`config.mk`:
```
export PLATFORM = sky130hd
export DESIGN_NAME = dcache_flat
export DESIGN_NICKNAME = d
export VERILOG_FILES = /design/src/rtl/dcache_if.sv /design/src/rtl/dcache.sv /design/src/flat_wrapper.sv
export SDC_FILE = /design/constraint.sdc
export NUM_CORES = 2
export LEC_CHECK = 0
export CAP_MARGIN = 10
export CORE_UTILIZATION = 61
export CTS_CLUSTER_SIZE = 14
export DETAILED_ROUTE_END_ITERATION = 10
export GPL_ROUTABILITY_DRIVEN = 0
export PLACE_DENSITY = 0.8
export SLEW_MARGIN = 20
export SYNTH_ARGS = -nofsm -noshare
export SYNTH_HDL_FRONTEND = slang
export SYNTH_SLANG_ARGS = --single-unit
```
`constraint.sdc`:
```
create_clock -name CLK -period 5.5 [get_ports CLK]
set_input_delay 0.55 -clock CLK [delete_from_list [all_inputs] [get_ports CLK]]
set_output_delay 0.55 -clock CLK [all_outputs]
set_load 0.05 [all_outputs]
```
`src/rtl/dcache_if.sv`:
```
// Bus bundle between the datapath, the data cache and memory.
// The cache takes the slave view; the datapath and the memory model take the master view.
interface dcache_if;
    // Datapath side
    logic        dmemREN;
    logic        dmemWEN;
    logic [31:0] dmemaddr;
    logic [31:0] dmemstore;
    logic        halt;
    logic        dhit;
    logic [31:0] dmemload;
    logic        flushed;
    // Memory side
    logic        dREN;
    logic        dWEN;
    logic [31:0] daddr;
    logic [31:0] dstore;
    logic        dwait;
    logic [31:0] dload;

    modport slave (
        input  dmemREN, dmemWEN, dmemaddr, dmemstore, halt, dwait, dload,
        output dhit, dmemload, flushed, dREN, dWEN, daddr, dstore
    );
    modport master (
        output dmemREN, dmemWEN, dmemaddr, dmemstore, halt, dwait, dload,
        input  dhit, dmemload, flushed, dREN, dWEN, daddr, dstore
    );
endinterface

```
`src/rtl/dcache.sv`:
```
// Direct-mapped, write-back, write-allocate data cache with two-word blocks.
// On halt every dirty frame is written back in index order, then flushed is raised.
module dcache #(
    parameter int SETS = 16
) (
    input  logic     CLK,
    input  logic     nRST,
    dcache_if.slave  bus
);
    localparam int IDX_W = $clog2(SETS);
    localparam int TAG_W = 29 - IDX_W;

    typedef enum logic [3:0] {
        IDLE, WB0, WB1, LD0, LD1, FLUSH, FWB0, FWB1, DONE
    } state_e;

    state_e              state_q;
    logic [IDX_W-1:0]    cnt_q;
    logic [SETS-1:0]     valid_q;
    logic [SETS-1:0]     dirty_q;
    logic                flushed_q;
    logic [TAG_W-1:0]    tag_q  [SETS];
    logic [31:0]         data_q [SETS][2];

    logic [TAG_W-1:0]    req_tag;
    logic [IDX_W-1:0]    req_idx;
    logic                req_sel;
    logic                req, hit, store_hit, xfer_done, last_set, word_sel;
    logic                unused_bits;

    assign req_tag     = bus.dmemaddr[31 -: TAG_W];
    assign req_idx     = bus.dmemaddr[3 +: IDX_W];
    assign req_sel     = bus.dmemaddr[2];
    assign unused_bits = ^bus.dmemaddr[1:0];

    assign req       = bus.dmemREN | bus.dmemWEN;
    assign hit       = req && valid_q[req_idx] && (tag_q[req_idx] == req_tag);
    assign xfer_done = !bus.dwait;
    assign last_set  = (cnt_q == IDX_W'(SETS - 1));

    // halt wins over any pending request, so no hit is reported on the halt cycle
    assign bus.dhit     = (state_q == IDLE) && !bus.halt && hit;
    assign store_hit    = bus.dhit && bus.dmemWEN;
    assign bus.dmemload = (bus.dhit && bus.dmemREN) ? data_q[req_idx][req_sel] : '0;
    assign bus.flushed  = flushed_q;

    // NOTE: sequential state uses non-blocking assignments so every register
    // samples pre-edge values and block ordering cannot create races.
    always_ff @(posedge CLK or negedge nRST) begin
        if (!nRST) begin
            state_q   <= IDLE;
            cnt_q     <= '0;
            valid_q   <= '0;
            dirty_q   <= '0;
            flushed_q <= 1'b0;
        end else begin
            case (state_q)
                IDLE: begin
                    if (bus.halt) begin
                        state_q <= FLUSH;
                        cnt_q   <= '0;
                    end else if (store_hit) begin
                        dirty_q[req_idx] <= 1'b1;
                    end else if (req && !hit) begin
                        state_q <= dirty_q[req_idx] ? WB0 : LD0;
                    end
                end
                WB0: if (xfer_done) state_q <= WB1;
                WB1: if (xfer_done) state_q <= LD0;
                LD0: if (xfer_done) state_q <= LD1;
                LD1: begin
                    if (xfer_done) begin
                        state_q          <= IDLE;
                        valid_q[req_idx] <= 1'b1;
                        dirty_q[req_idx] <= 1'b0;
                    end
                end
                FLUSH: begin
                    if (dirty_q[cnt_q]) begin
                        state_q <= FWB0;
                    end else if (last_set) begin
                        state_q   <= DONE;
                        flushed_q <= 1'b1;
                    end else begin
                        cnt_q <= cnt_q + IDX_W'(1);
                    end
                end
                FWB0: if (xfer_done) state_q <= FWB1;
                FWB1: begin
                    if (xfer_done) begin
                        dirty_q[cnt_q] <= 1'b0;
                        if (last_set) begin
                            state_q   <= DONE;
                            flushed_q <= 1'b1;
                        end else begin
                            cnt_q   <= cnt_q + IDX_W'(1);
                            state_q <= FLUSH;
                        end
                    end
                end
                DONE:    state_q <= DONE;
                default: state_q <= IDLE;
            endcase
        end
    end

    // NOTE: tag and data arrays carry no reset; the valid bits alone decide
    // whether their contents mean anything, which keeps them plain RAM.
    always_ff @(posedge CLK) begin
        if (state_q == LD0 && xfer_done) begin
            data_q[req_idx][0] <= bus.dload;
        end
        if (state_q == LD1 && xfer_done) begin
            data_q[req_idx][1] <= bus.dload;
            tag_q[req_idx]     <= req_tag;
        end
        if (store_hit) begin
            data_q[req_idx][req_sel] <= bus.dmemstore;
        end
    end

    assign word_sel = (state_q == WB1) || (state_q == LD1) || (state_q == FWB1);

    // NOTE: every output gets a default before the case so no path leaves
    // one unassigned, which would otherwise infer a latch.
    always_comb begin
        bus.dREN   = 1'b0;
        bus.dWEN   = 1'b0;
        bus.daddr  = '0;
        bus.dstore = '0;
        case (state_q)
            WB0, WB1: begin
                bus.dWEN   = 1'b1;
                bus.daddr  = {tag_q[req_idx], req_idx, word_sel, 2'b00};
                bus.dstore = data_q[req_idx][word_sel];
            end
            LD0, LD1: begin
                bus.dREN  = 1'b1;
                bus.daddr = {req_tag, req_idx, word_sel, 2'b00};
            end
            FWB0, FWB1: begin
                bus.dWEN   = 1'b1;
                bus.daddr  = {tag_q[cnt_q], cnt_q, word_sel, 2'b00};
                bus.dstore = data_q[cnt_q][word_sel];
            end
            default: ;
        endcase
    end
endmodule
```
`src/flat_wrapper.sv`:
```
// flat-port wrapper written by rule: the top's interface ports become plain ports
module dcache_flat 
#(
    parameter int SETS = 16
)
  (CLK, nRST, bus_dmemREN, bus_dmemWEN, bus_dmemaddr, bus_dmemstore, bus_halt, bus_dwait, bus_dload, bus_dhit, bus_dmemload, bus_flushed, bus_dREN, bus_dWEN, bus_daddr, bus_dstore);
  dcache_if bus_i ();
  input  logic CLK;
  input  logic nRST;
  input wire logic [$bits(bus_i.dmemREN)-1:0] bus_dmemREN;
  input wire logic [$bits(bus_i.dmemWEN)-1:0] bus_dmemWEN;
  input wire logic [$bits(bus_i.dmemaddr)-1:0] bus_dmemaddr;
  input wire logic [$bits(bus_i.dmemstore)-1:0] bus_dmemstore;
  input wire logic [$bits(bus_i.halt)-1:0] bus_halt;
  input wire logic [$bits(bus_i.dwait)-1:0] bus_dwait;
  input wire logic [$bits(bus_i.dload)-1:0] bus_dload;
  output wire logic [$bits(bus_i.dhit)-1:0] bus_dhit;
  output wire logic [$bits(bus_i.dmemload)-1:0] bus_dmemload;
  output wire logic [$bits(bus_i.flushed)-1:0] bus_flushed;
  output wire logic [$bits(bus_i.dREN)-1:0] bus_dREN;
  output wire logic [$bits(bus_i.dWEN)-1:0] bus_dWEN;
  output wire logic [$bits(bus_i.daddr)-1:0] bus_daddr;
  output wire logic [$bits(bus_i.dstore)-1:0] bus_dstore;
  assign bus_i.dmemREN = bus_dmemREN;
  assign bus_i.dmemWEN = bus_dmemWEN;
  assign bus_i.dmemaddr = bus_dmemaddr;
  assign bus_i.dmemstore = bus_dmemstore;
  assign bus_i.halt = bus_halt;
  assign bus_i.dwait = bus_dwait;
  assign bus_i.dload = bus_dload;
  assign bus_dhit = bus_i.dhit;
  assign bus_dmemload = bus_i.dmemload;
  assign bus_flushed = bus_i.flushed;
  assign bus_dREN = bus_i.dREN;
  assign bus_dWEN = bus_i.dWEN;
  assign bus_daddr = bus_i.daddr;
  assign bus_dstore = bus_i.dstore;
  dcache #(.SETS(SETS)) u_core (.CLK(CLK), .nRST(nRST), .bus(bus_i));
endmodule
```
### Word level (Yosys, flattened, before mapping)

Memories as Yosys holds them, arrays and structs flattened.
Index checks and enable logic that the tools add are counted.

| storage, ports and cells | value |
|---|---|
| register bits after elaboration | 41 |
| bits in latches | 0 |
| bits in writable memories | 1424 |
| bits in read-only memories | 0 |
| input bits | 102 |
| output and inout bits | 100 |
| logic and storage cells | 266 |
| memories | 2 |

Memories:

| name | depth | bits a word | read ports | clocked after Yosys merged registers in | wr ports | RTL line | RTL |
|---|---|---|---|---|---|---|---|
| u_core.data_q | 16 | 64 | 2 | 0 | 1 | dcache.sv:23 | `logic [31:0] data_q [SETS][2];` |
| u_core.tag_q | 16 | 25 | 2 | 0 | 1 | dcache.sv:22 | `logic [TAG_W-1:0] tag_q [SETS];` |

| operators by class | value |
|---|---|
| add/subtract/negate cells | 1 |
| multiply operators | 0 |
| divide/modulo/power cells | 0 |
| $lt $le $gt $ge | 7 |
| equality and inequality tests | 23 |
| shifts and indexed selects | 0 |
| mux-type cells | 124 |
| bitwise logic cells | 74 |
| reductions and logical operators | 30 |

Operators by type and width:

| kind | count |
|---|---|
| 2-to-1 mux 32 bit | 11 |
| case mux 32 bit (3 select lines) | 1 |
| 2-to-1 mux 1 bit | 79 |
| OR 1 bit | 65 |
| 2-to-1 mux 16 bit | 4 |
| 2-to-1 mux 4 bit | 16 |
| 2-to-1 mux 64 bit | 1 |
| case mux 32 bit (2 select lines) | 1 |
| case mux 16 bit (3 select lines) | 1 |
| case mux 4 bit (9 select lines) | 1 |
| AND 16 bit | 2 |
| demux 32 bit (select 1 bit) | 1 |
| inverter 16 bit | 2 |
| OR 16 bit | 2 |
| equality test 25 bit | 1 |
| != test 2 bit, second input constant | 9 |
| equality test 4 x 3 -> 1 bit, second input constant | 4 |
| binary-select mux 1 bit (select 4 bit) | 3 |
| logical AND 1 bit | 12 |
| case mux 4 bit (3 select lines) | 1 |
| less-than comparator 4 x 5 -> 1 bit, second input constant | 2 |
| AND reduction 9 bit | 1 |
| demux 1 bit (select 4 bit) | 2 |
| equality test 4 x 2 -> 1 bit, second input constant | 2 |
| other kinds (24) | 35 |

### Depth between registers and ports, before layout

| depth | value |
|---|---|
| depth in word-level cells | 10 |
| mapped depth | 19 |
| mapped depth without buffers | 9 |

### Worst setup path before layout

Ideal clock, no wire load.

| timing | value |
|---|---|
| kind | input to register |
| from | in bus_dmemaddr[3] |
| to | mem u_core.data_q[10][0] in the netlist's numbering (enable) |
| library setup time | 0.432 ns |
| arrival | 4.709 ns |
| data required time | 5.068 ns |
| path slack | 0.359 ns |
| stages on the path | 14 |
| buffers on the path | 5 |
| cells stage by stage | buf_2 buf_2 mux4_2 a22o_1 a222oi_1 o2111a_1 a21oi_1 a211oi_2 and4_1 buf_4 nand2_2 buf_6 buf_6 a21oi_1 |

| between the ends | value |
|---|---|
| word-level cells in the longest chain between the ends | 9 |
| elaborated cells between the ends (all ways) | 11 |
| those cells by class | eq/ne (1); mux (4); bitwise (1); reduce/logical (4); memory (1) |

RTL lines:

| item | RTL line | RTL |
|---|---|---|
| from (decl) | flat_wrapper.sv:12 | `input wire logic [$bits(bus_i.dmemaddr)-1:0] bus_dmemaddr;` |
| branches (longest 9 deep; another with memory (16 x 25 bit)) | n/a |  |
| to (decl) | dcache.sv:23 |  |

Several ways; the timed one is not identified. The select of a mux whose other input is x is not followed.

### Worst setup path after layout

| timing | value |
|---|---|
| from | reg u_core.state_q[0] |
| to | out bus_dstore[4] |

| between the ends | value |
|---|---|
| word-level cells in the longest chain between the ends | 8 |
| elaborated cells between the ends (all ways) | 17 |
| those cells by class | eq/ne (5); mux (7); bitwise (1); reduce/logical (4) |

RTL lines:

| item | RTL line | RTL |
|---|---|---|
| from (decl) | dcache.sv:17 | `state_e state_q;` |
| from (signal assigned) | dcache.sv:65 | `state_q <= dirty_q[req_idx] ? WB0 : LD0;` |
| equality test 4 x 2 -> 1 bit / equality test 4 x 3 -> 1 bit (equally long branches) | dcache.sv:122, dcache.sv:131 |  |
| logical OR 1 bit (2 in a row) | dcache.sv:122 | `assign word_sel = (state_q == WB1) \|\| (state_q == LD1) \|\| (state_q == FWB1);` |
| inverter 1 -> 2 bit (implied by the code) | dcache.sv:135, dcache.sv:144 |  |
| 2-to-1 mux 32 bit (on tied branches) (3 in a row) | dcache.sv:144, dcache.sv:135 |  |
| case mux 32 bit (2 select lines) (*) | dcache.sv:131 | `case (state_q)` |
| to (decl) | flat_wrapper.sv:23 | `output wire logic [$bits(bus_i.dstore)-1:0] bus_dstore;` |

Every way passes the cells marked *; elsewhere a longest branch is shown, timed or not. The select of a mux whose other input is x is not followed.

==> reports/metrics.cfg <==
[run_status]
status=finished with violations
violations=DRC

[final_layout]
synthToLayoutAreaGrowth_pct=14.5
mostFrequentLayoutCell=edfxtp_1
commonest_cells_after_routing_fill_and_taps_aside=1424 x edfxtp_1, 849 x mux4_2, 166 x mux2i_1
num-nets-final=3887
layout_cells_sized_above_1=0.371

[drt]
drt_first_iter_violations=7365
vias=43400
post_drt_via_cell_ratio=8.01
postRouteAntennaNets=0
drt-wirelength-per-cell_um=40.1
route.detailed.drc=12
route.final.wire_length_um=218000
drt_first_pass_iters=11

[synthesis]
avgSynthCellArea_sq_um=20.1
synth-warning-count=0
post_synth_edffs=1424
synthArstFlopShare=0.0280
synthesis.area_sq_mm=0.0708
dominant_synthesized_flop_cell=edfxtp_1
synth_sequential_area_ratio=0.619
ys_ff_latch=1465
netlist_instances=3530
synthDistinctLibCells=81

[critical_path]
critPathArrivalTime_ps=4670
critical_path_cell_count=7
regToRegEndpoint=u_core.data_q[12][54]$_DFFE_PP_
worst_setup_path_end_kind=output port
worst_r2r_path_depth=10
crit-reg2reg-launch=u_core.tag_q[15][15]$_DFFE_PP_
ff2ff_setup_slack_ps=920
timing.critical_path.cells=nor2_1 -> a22oi_1 -> nor2_4 -> buf_4 -> mux2i_1 -> o22ai_1 -> clkdlybuf4s50_1
critPathLaunchType=register
worst-endpoint-required_ps=4950
path_class=reg2out
worst-path-buf-inv=2
worst_path_dominant_cell_family=simple AND/OR/NAND/NOR gates
critical_path.endpoint=bus_dstore[4]
timing.critical_path.fanout_max=21
worstSetupStartpoint=u_core.state_q[0]$_DFFE_PN0P_
worst_path_max_delay_cell=nor2_4
critical_path.max_stage_delay_ps=890

[cts]
clk_latency_ps=780
worst_setup_hold_path_clk_slew_ps=60
cts-root-to-sink-buffers=3
clock_tree.root_cell=clkbuf_16
ctsResizeCount=0
cts_hold_buf=1
ctsHtreeMaxLevel=4
clock_tree_from_tritoncts=built
clock-sinks=1465
tritoncts.num_buffers=152
cts.repair_timing.setup_buffer_count=0

[place]
dp_hpwl_um=124000
placement.io_buffers=197

[job]
cap_violations=0

[timing]
timing.final.crit_period_ps=5220
maxSlewViolCount=0
setup-tns-final_ps=0
final-setup-viol-count=0
fmax_ghz=0.192
hold_viol=0
slew_headroom=0.235
worst_clock_skew_ps=33.1
setup_repair_after_global_routing_missed_its_margin=false
final.period_utilization=0.949
worstMarginPinSlew_ps=1140

[floorplan]
die-area_sq_mm=0.117
rows=124
design.core.area_sq_mm=0.115
die_w_um=343
pin_count=202
floorplan.initialDensity=0.617
die_h_um=343

[global_route]
overflow=0
grt_antenna_before_repair=11
grt_start_max_net_pins=80
grt_first_pass_wirelength_um=311000
global_route.usage.total=0.376
first_global_vias=44300

[hold_path]
holdCritPathClass=in2reg

[power_and_ir_drop]
vdd.ir_drop.worst_mv=0.364
cell_pwr_density_mw_per_mm2=377
totalPowerFinal_w=0.0305
leakage_nw=25.2

## layer usage
layer | global-route usage | part of all wire | vias up
li1 | - | - | 15900
met1 | 0.498 | 0.32 | 22300
met2 | 0.573 | 0.47 | 4416
met3 | 0.119 | 0.15 | 840
met4 | 0.186 | 0.055 | 12
met5 | 0 | 0.00037 | -
## report_power, final
group	switching, W	leakage [nW]	internal, W
sequential	0.000163	13.3	0.0124
clock	0.00437	2.39	0.00582
combinational	0.00479	9.46	0.00297
total	0.00932	25.2	0.0212
## cell type report
type | count | area (sq um)
sequential | 1465 | 43800
fill | 6404 | 33600
multi-input combinational | 1757 | 26000
timing repair buffer | 389 | 4390
clock buffer | 195 | 4160
tap | 1512 | 1890
clock inverter | 81 | 688
inverter | 16 | 60.1
antenna | 6 | 15.0
## through the flow
step	worst slack, ps	cell area [sq um]	hold slack, ps	util	std cells
2_1_floorplan	359	70800	254	-	3531
3_3_place_gp	521	76200	446	0.664	5138
3_5_place_dp	433	76200	452	0.664	5138
4_1_cts	344	81000	388	0.707	5415
5_1_grt	222	81000	423	0.707	5417
6_report	280	81000	422	0.707	5421
## logic make-up after synthesis
logic type               count (synthesis)  synth area share
flip-flops                            1465             0.619
XOR/XNOR                                23           0.00285
other                                    1         0.0000530
buffers and inverters                  309            0.0203
adder cells (fa/ha/maj)                  4          0.000707
AO/OA/AOI/OAI                          316            0.0306
multiplexers                          1098             0.307
AND/OR/NAND/NOR                        314            0.0201
## synthesized netlist by cell type (4+ instances only)
library cell | n | area share
mux2_2 | 49 | 0.0078
a21oi_1 | 54 | 0.0038
o221ai_1 | 5 | 0.00062
inv_1 | 14 | 0.00074
and2_1 | 6 | 0.00053
nor2_1 | 70 | 0.0037
mux2_1 | 30 | 0.0048
o211ai_1 | 7 | 0.00074
a221o_1 | 6 | 0.00085
buf_2 | 51 | 0.0036
a211oi_1 | 6 | 0.00064
or2_2 | 19 | 0.0017
buf_6 | 15 | 0.0024
a41oi_1 | 5 | 0.00062
xnor2_1 | 17 | 0.0021
a22o_1 | 9 | 0.0011
edfxtp_1 | 1424 | 0.60
clkbuf_1 | 160 | 0.0085
o22ai_1 | 39 | 0.0034
nand4_1 | 8 | 0.00071
xor2_1 | 6 | 0.00074
a221oi_1 | 4 | 0.00049
a31oi_1 | 22 | 0.0019
nor2b_1 | 13 | 0.0011
buf_1 | 53 | 0.0028
buf_4 | 10 | 0.0011
o2bb2ai_1 | 15 | 0.0019
a21oi_2 | 10 | 0.0012
nand3_1 | 27 | 0.0019
dfrtp_1 | 41 | 0.014
ha_1 | 4 | 0.00071
o21ai_0 | 59 | 0.0042
nor3_1 | 13 | 0.00092
mux2i_1 | 166 | 0.023
mux4_2 | 849 | 0.27
a22oi_1 | 41 | 0.0043
nand2_1 | 136 | 0.0072
## registers in the layout (all words and copies together) (netlist names)
signal / count
u_core.tag_q: 400
u_core.valid_q: 16
u_core.cnt_q: 4
u_core.dirty_q: 16
u_core.state_q: 4
u_core.bus.flushed: 1
u_core.data_q: 1024
## worst register-to-register path, delay by kind of cell (launching register included)
| family | cells | cell delay, ps |
|---|---|---|
| buf+inv | 1 | 360 |
| compound gates | 2 | 970 |
| simple gates | 5 | 1370 |
| flops | 1 | 380 |
| mux | 2 | 1160 |
## worst min path at each step
| stage | from | to | slack (ps) | cells after the start |
|---|---|---|---|---|
| after detailed placement | u_core.valid_q[12]$_DFFE_PN0P_ | u_core.valid_q[12]$_DFFE_PN0P_ | 450 | 1 |
| after floorplan | nRST | u_core.bus.flushed$_DFFE_PN0P_ | 250 | 0 |
| final | bus_dmemaddr[28] | u_core.tag_q[4][21]$_DFFE_PP_ | 420 | 1 |
| after CTS | bus_dmemaddr[28] | u_core.tag_q[4][21]$_DFFE_PP_ | 390 | 1 |
| after global placement | u_core.valid_q[8]$_DFFE_PN0P_ | u_core.valid_q[8]$_DFFE_PN0P_ | 450 | 1 |
| after global routing | bus_dmemaddr[28] | u_core.tag_q[4][21]$_DFFE_PP_ | 420 | 1 |
Power figures use the tool's default switching activity.
